[src/rtl/i2s_pkg.sv]
// Shared types and constants for the I2S transmit controller.
package i2s_pkg;

    typedef enum logic [1:0] {
        IDLE  = 2'd0,
        PRIME = 2'd1,
        RUN   = 2'd2
    } state_t;

    localparam int UNDERRUN_CNT_W = 16;

endpackage

[src/rtl/i2s_frame_cnt.sv]
// Frame position counter for the I2S transmitter: counts 0..2*pdata_width-1 while running,
// and reports the upper-half flag and the last-cycle-of-frame strobe.
module i2s_frame_cnt #(
    parameter int pdata_width = 32,
    parameter int CNT_W       = $clog2(2 * pdata_width)
) (
    input  logic sclk_in,
    input  logic rst,
    input  logic run,
    output logic half,
    output logic boundary
);

    localparam logic [CNT_W-1:0] LAST  = CNT_W'(2 * pdata_width - 1);
    localparam logic [CNT_W-1:0] HALFP = CNT_W'(pdata_width);

    logic [CNT_W-1:0] cnt;
    logic             wrap;

    assign wrap     = (cnt == LAST);
    assign half     = (cnt >= HALFP);
    assign boundary = run && wrap;

    // Held at zero outside RUN so the first running cycle is always position 0.
    always_ff @(posedge sclk_in) begin
        if (rst || !run || wrap) begin
            cnt <= '0;
        end else begin
            cnt <= cnt + 1'b1;
        end
    end

endmodule

[src/rtl/i2s_tx_ctrl.sv]
// I2S transmit sequencer: single-entry sample buffer, frame-aligned start/stop and underrun tracking.
// Build option I2S_TX_CTRL_REPEAT_EN: on underrun, repeat the previous pair instead of sending zeros.
//
// state | meaning
// IDLE  | stopped, counter at 0, no pairs accepted
// PRIME | collecting the first pair before the first frame
// RUN   | streaming frames, refilling the buffer once per frame
module i2s_tx_ctrl
    import i2s_pkg::*;
#(
    parameter int pdata_width = 32
) (
    input  logic                      sclk_in,
    input  logic                      rst,
    input  logic                      enable_in,
    input  logic                      s_valid_in,
    output logic                      s_ready_out,
    input  logic [pdata_width-1:0]    s_ldata_in,
    input  logic [pdata_width-1:0]    s_rdata_in,
    output logic                      lrck_out,
    output logic [pdata_width-1:0]    pldata_out,
    output logic [pdata_width-1:0]    prdata_out,
    output logic                      underrun_out,
    output logic [UNDERRUN_CNT_W-1:0] underrun_cnt_out
);

    state_t                    state_q, state_d;
    logic                      buf_full_q, buf_full_d;
    logic [pdata_width-1:0]    buf_l_q, buf_l_d, buf_r_q, buf_r_d;
    logic [pdata_width-1:0]    pl_d, pr_d;
    logic                      ready_d, lrck_d, urun_d;
    logic [UNDERRUN_CNT_W-1:0] ucnt_d;
    logic                      accept, half, boundary;

    i2s_frame_cnt #(.pdata_width(pdata_width)) u_frame_cnt (
        .sclk_in  (sclk_in),
        .rst      (rst),
        .run      (state_q == RUN),
        .half     (half),
        .boundary (boundary)
    );

    assign accept = s_valid_in && s_ready_out;

    always_comb begin
        state_d    = state_q;
        buf_full_d = buf_full_q;
        buf_l_d    = buf_l_q;
        buf_r_d    = buf_r_q;
        pl_d       = pldata_out;
        pr_d       = prdata_out;
        urun_d     = 1'b0;
        ucnt_d     = underrun_cnt_out;

        case (state_q)
            IDLE: begin
                buf_full_d = 1'b0;
                if (enable_in) state_d = PRIME;
            end
            PRIME: begin
                if (!enable_in) begin
                    state_d    = IDLE;
                    buf_full_d = 1'b0;
                end else if (buf_full_q) begin
                    state_d    = RUN;
                    pl_d       = buf_l_q;
                    pr_d       = buf_r_q;
                    buf_full_d = 1'b0;
                end else if (accept) begin
                    buf_full_d = 1'b1;
                    buf_l_d    = s_ldata_in;
                    buf_r_d    = s_rdata_in;
                end
            end
            RUN: begin
                if (boundary) begin
                    if (!enable_in) begin
                        // Stopping: outputs keep the last pair, any buffered pair is dropped.
                        state_d    = IDLE;
                        buf_full_d = 1'b0;
                    end else if (buf_full_q) begin
                        pl_d       = buf_l_q;
                        pr_d       = buf_r_q;
                        buf_full_d = 1'b0;
                    end else begin
                        urun_d = 1'b1;
                        if (underrun_cnt_out != '1) ucnt_d = underrun_cnt_out + 1'b1;
`ifdef I2S_TX_CTRL_REPEAT_EN
`else
                        pl_d = '0;
                        pr_d = '0;
`endif
                        // A pair arriving on this very cycle only fills the buffer for the next frame.
                        if (accept) begin
                            buf_full_d = 1'b1;
                            buf_l_d    = s_ldata_in;
                            buf_r_d    = s_rdata_in;
                        end
                    end
                end else if (accept) begin
                    buf_full_d = 1'b1;
                    buf_l_d    = s_ldata_in;
                    buf_r_d    = s_rdata_in;
                end
            end
            default: begin
                state_d    = IDLE;
                buf_full_d = 1'b0;
            end
        endcase

        ready_d = (state_d != IDLE) && !buf_full_d;
        lrck_d  = (state_d == RUN) && half;
    end

    always_ff @(posedge sclk_in) begin
        if (rst) begin
            state_q          <= IDLE;
            buf_full_q       <= 1'b0;
            buf_l_q          <= '0;
            buf_r_q          <= '0;
            pldata_out       <= '0;
            prdata_out       <= '0;
            s_ready_out      <= 1'b0;
            lrck_out         <= 1'b0;
            underrun_out     <= 1'b0;
            underrun_cnt_out <= '0;
        end else begin
            state_q          <= state_d;
            buf_full_q       <= buf_full_d;
            buf_l_q          <= buf_l_d;
            buf_r_q          <= buf_r_d;
            pldata_out       <= pl_d;
            prdata_out       <= pr_d;
            s_ready_out      <= ready_d;
            lrck_out         <= lrck_d;
            underrun_out     <= urun_d;
            underrun_cnt_out <= ucnt_d;
        end
    end

endmodule

[config.mk]
export PLATFORM = sky130hd
export DESIGN_NAME = i2s_tx_ctrl
export DESIGN_NICKNAME = d
export VERILOG_FILES = /design/src/rtl/i2s_pkg.sv /design/src/rtl/i2s_frame_cnt.sv /design/src/rtl/i2s_tx_ctrl.sv
export SDC_FILE = /design/constraint.sdc
export NUM_CORES = 1
export LEC_CHECK = 0
export BUFFER_PORTS_ARGS = -buffer_cell sky130_fd_sc_hd__buf_2
export CAP_MARGIN = 0
export CORE_ASPECT_RATIO = 0.5
export CORE_MARGIN = 10
export CORE_UTILIZATION = 26
export DETAILED_ROUTE_END_ITERATION = 8
export PLACE_DENSITY = 0.51
export SKIP_CTS_REPAIR_TIMING = 1
export SYNTH_ARGS = -nofsm -noshare
export SYNTH_HDL_FRONTEND = slang
export SYNTH_SLANG_ARGS = --single-unit
export TNS_END_PERCENT = 5
[constraint.sdc]
create_clock -name sclk_in -period 1.8 [get_ports sclk_in]
set_input_delay 0.36 -clock sclk_in [delete_from_list [all_inputs] [get_ports sclk_in]]
set_output_delay 0.36 -clock sclk_in [all_outputs]
set_load 0.02 [all_outputs]
==> impl_metrics.py <==
metrics = {
    "placed_design": {
        "dpl-instance-area_um2": 8215,
        "io_buffers": 150,
        "hpwl_um": 14120,
        "gp_congestion": 0.7596,
    },
    "logic_synthesis": {
        "synth.avg_cell_area_um2": 9.208,
        "synth_top_family_by_area": "simple AND/OR/NAND/NOR gates",
        "ys_ff_latch": 156,
        "synth_edf_count": 0,
        "synth_xor_area_frac": 0.005121,
        "yosysWarnings": 0,
        "ys_types": 47,
        "muxShareOfSynthArea": 0.09912,
        "synthAdderAreaFrac": 0.01280,
        "synth_simple_gate_area_frac": 0.2451,
        "synth_compound_area_frac": 0.1295,
        "syn_nets": 818,
        "synth-async-reset-ratio": 0,
        "yosysSeqAreaShare": 0.4565,
        "synthCells": 743,
        "synthFlopType": "dfxtp_1",
        "netlist_area_um2": 6842,
    },
    "cells_and_area": {
        "drive_above_1_share": 0.2813,
        "syn2layout_area_growth_pct": 30.80,
        "fin_nets": 965,
        "design_area_um2": 8949,
        "antenna_cells": 0,
        "nFillCells": 2655,
        "fin_util": 0.3503,
    },
    "floorplan": {
        "start_util": 0.2678,
        "fp-row-count": 41,
        "fp.dieArea_um2": 33600,
        "ios": 151,
        "core-area_um2": 25550,
        "die_h_um": 134.7,
        "die_width_um": 249.4,
    },
    "route": {
        "dr.pass1.iters": 4,
        "wl_um": 21480,
        "vias_per_cell": 4.762,
        "drt_iter0_drc": 457,
        "ant_nets": 0,
        "routedWlPerCell_um": 17.22,
        "via_count": 5938,
        "drc": 0,
    },
    "global_routing": {
        "grt-ovfl-total": 0,
        "antenna_found_initial": 0,
        "grt_first_pass_wirelength_um": 32950,
        "grt_pass1_vias": 5958,
        "grt_start_max_net_pins": 74,
        "track_usage": 0.1205,
    },
    "sta": {
        "worst_pin_slew_ns": 0.4600,
        "relSlewSlack": 0.6926,
        "setup-violations-final": 0,
        "slew_violations": 0,
        "hold_slack_ns": 0.1801,
        "hold_viol": 0,
        "fin_skew_ns": 0.01248,
        "rsz0062_at_grt": "true",
        "fin_crit_sh": 0.9789,
        "fin_crit_ns": 1.762,
        "fmaxAchievable_ghz": 0.5675,
    },
    "setup_path": {
        "r2r-start": "state_q[0]$_SDFF_PP0_",
        "rr_endpoint": "underrun_cnt_out[13]$_SDFFE_PP0P_",
        "cp.depth": 7,
        "cp_max_fo": 11,
        "crit_chain": "inv_1 > ha_1 > and4_4 > buf_4 > nand3_4 > and4bb_2 > mux2_4",
        "ff2ff_setup_slack_ns": 0.04,
        "required_ns": 2.12,
        "arrival_ns": 2.08,
        "crit_family": "simple AND/OR/NAND/NOR gates",
        "worstSetupStartpointType": "register",
        "crit_buf_inv": 2,
        "slowest_stage": "and4bb_2",
        "cpPeakStageDelay_ns": 0.33,
        "endpoint": "underrun_cnt_out[13]$_SDFFE_PP0P_",
        "rr_worst_depth": 7,
        "crit_type": "register to register",
        "startpoint": "state_q[0]$_SDFF_PP0_",
        "cp-end-kind": "register",
    },
    "power": {
        "comb_power_share": 0.057,
        "seqPwrFrac": 0.451,
        "leakagePower_nw": 3.368,
        "switching_share": 0.2373,
        "clock_power_share": 0.492,
        "power_switching_mw": 1.832,
        "powerDensity_nw_per_um2": 862.7,
        "intPower_mw": 5.888,
        "vdd_ir_drop_max_uv": 618.8,
    },
    "worst_hold_path": {
        "hold_path.class": "primary input to register",
        "hp-start": "s_ldata_in[7]",
    },
    "run": {
        "cap_viol_max_count": 0,
    },
    "clock_network": {
        "cts-buffers-inserted": 17,
        "clk_pin_slew_worst_paths_ns": 0.07,
        "worst_skew_pair.late_latency_ns": 0.43,
        "cts_max_path_buffers": 2,
        "cts_sinks": 156,
        "cts_htree_levels": 4,
        "root_buffer": "clkbuf_16",
        "cts_tree": "done",
    },
    "status": {
        "outcome": "completed",
    },
}
==> cell type report <==
type,instances,area (µm²),area share
Sequential cell,156,3128,0.3496
Tap cell,344,430.4,0.04810
Clock inverter,14,183.9,0.02055
Timing Repair Buffer,197,1305,0.1458
Inverter,8,30.03,0.003356
Multi-Input combinational cell,510,3442,0.3846
Clock buffer,18,429.2,0.04796
==> flip-flops by register name, summed over array words and instances (netlist names) <==
name / flops
buf_l_q: 32
buf_r_q: 32
pldata_out: 32
prdata_out: 32
underrun_cnt_out: 16
u_frame_cnt.cnt: 6
state_q: 2
buf_full_q: 1
lrck_out: 1
s_ready_out: 1
underrun_out: 1
==> per-stage QoR <==
step                      setup slack, ns  setup TNS, ns  std cells  power (mW)
final                             0.03798              0       1247       7.720
after global placement            0.01368              0       1211       3.968
after floorplan                  -0.02376       -0.04749        743       3.783
after global routing             -0.05723         -2.068       1247       7.968
after CTS                        -0.02796       -0.06660       1243       7.781
after detailed placement        -0.008257      -0.008257       1211       3.973
==> power by group through the flow <==
stage	logic [mW]	clock network, mW	registers (mW)
after floorplan	0.222	0	3.56
after global placement	0.411	0	3.56
after detailed placement	0.415	0	3.56
after CTS	0.416	3.89	3.48
after global routing	0.478	4.01	3.48
final	0.440	3.80	3.48
==> cell families (layout without fill, tap and decap cells) <==
kind of cell,Yosys count,after routing
flops,156,156
compound gates,166,166
fa+ha+maj,7,7
buf+inv,77,237
simple gates,266,266
xor+xnor,4,4
mux,67,67
==> placed cells by master (no fill, tap or decap), types with 6 or more instances in the layout <==
cell type and instances:
nand2_1 7, o21ai_0 62, o31ai_1 9, nand2b_1 130, dfxtp_1 152, buf_4 30
nand3_1 6, nor2_1 14, inv_1 8, buf_12 13, clkbuf_16 18, mux2i_1 63
or4_1 8, a21oi_1 76, nand4_1 69, buf_2 149
==> per-layer routing <==
metal,GRT usage,share of wire
met5,0,0
met4,0.04653,0.016
met3,0.02502,0.030
met2,0.2192,0.53
met1,0.1367,0.42
==> cell usage after synthesis (9+ instances only) <==
master    instances  area share
dfxtp_1         156        0.46
nor2_1           15      0.0082
o31ai_1           9      0.0099
nand4_1          69       0.063
buf_2            11      0.0080
nand2b_1        130        0.12
clkbuf_1         41       0.022
nand2_1           9      0.0049
a21oi_1          78       0.057
mux2i_1          64       0.094
o21ai_0          68       0.050
==> worst reg2reg max path: stages, from the launching register on <==
cell,delay (ns)
dfxtp_1,0.31
inv_1,0.07
ha_1,0.18
and4_4,0.24
buf_4,0.12
nand3_4,0.11
and4bb_2,0.33
mux2_4,0.29
==> worst min-delay path by stage <==
stage                                     to  slack (ns)  cells past startpoint
2_1_floorplan  u_frame_cnt.cnt[0]$_SDFF_PP0_        0.43                      1
3_3_place_gp     prdata_out[21]$_SDFFE_PP0P_        0.46                      2
3_5_place_dp        buf_l_q[24]$_SDFFE_PP0P_        0.46                      2
4_1_cts              buf_l_q[7]$_SDFFE_PP0P_        0.16                      3
5_1_grt              buf_l_q[7]$_SDFFE_PP0P_        0.17                      3
6_report             buf_l_q[7]$_SDFFE_PP0P_        0.18                      3
Note: power is estimated with default switching activity, not from simulation.
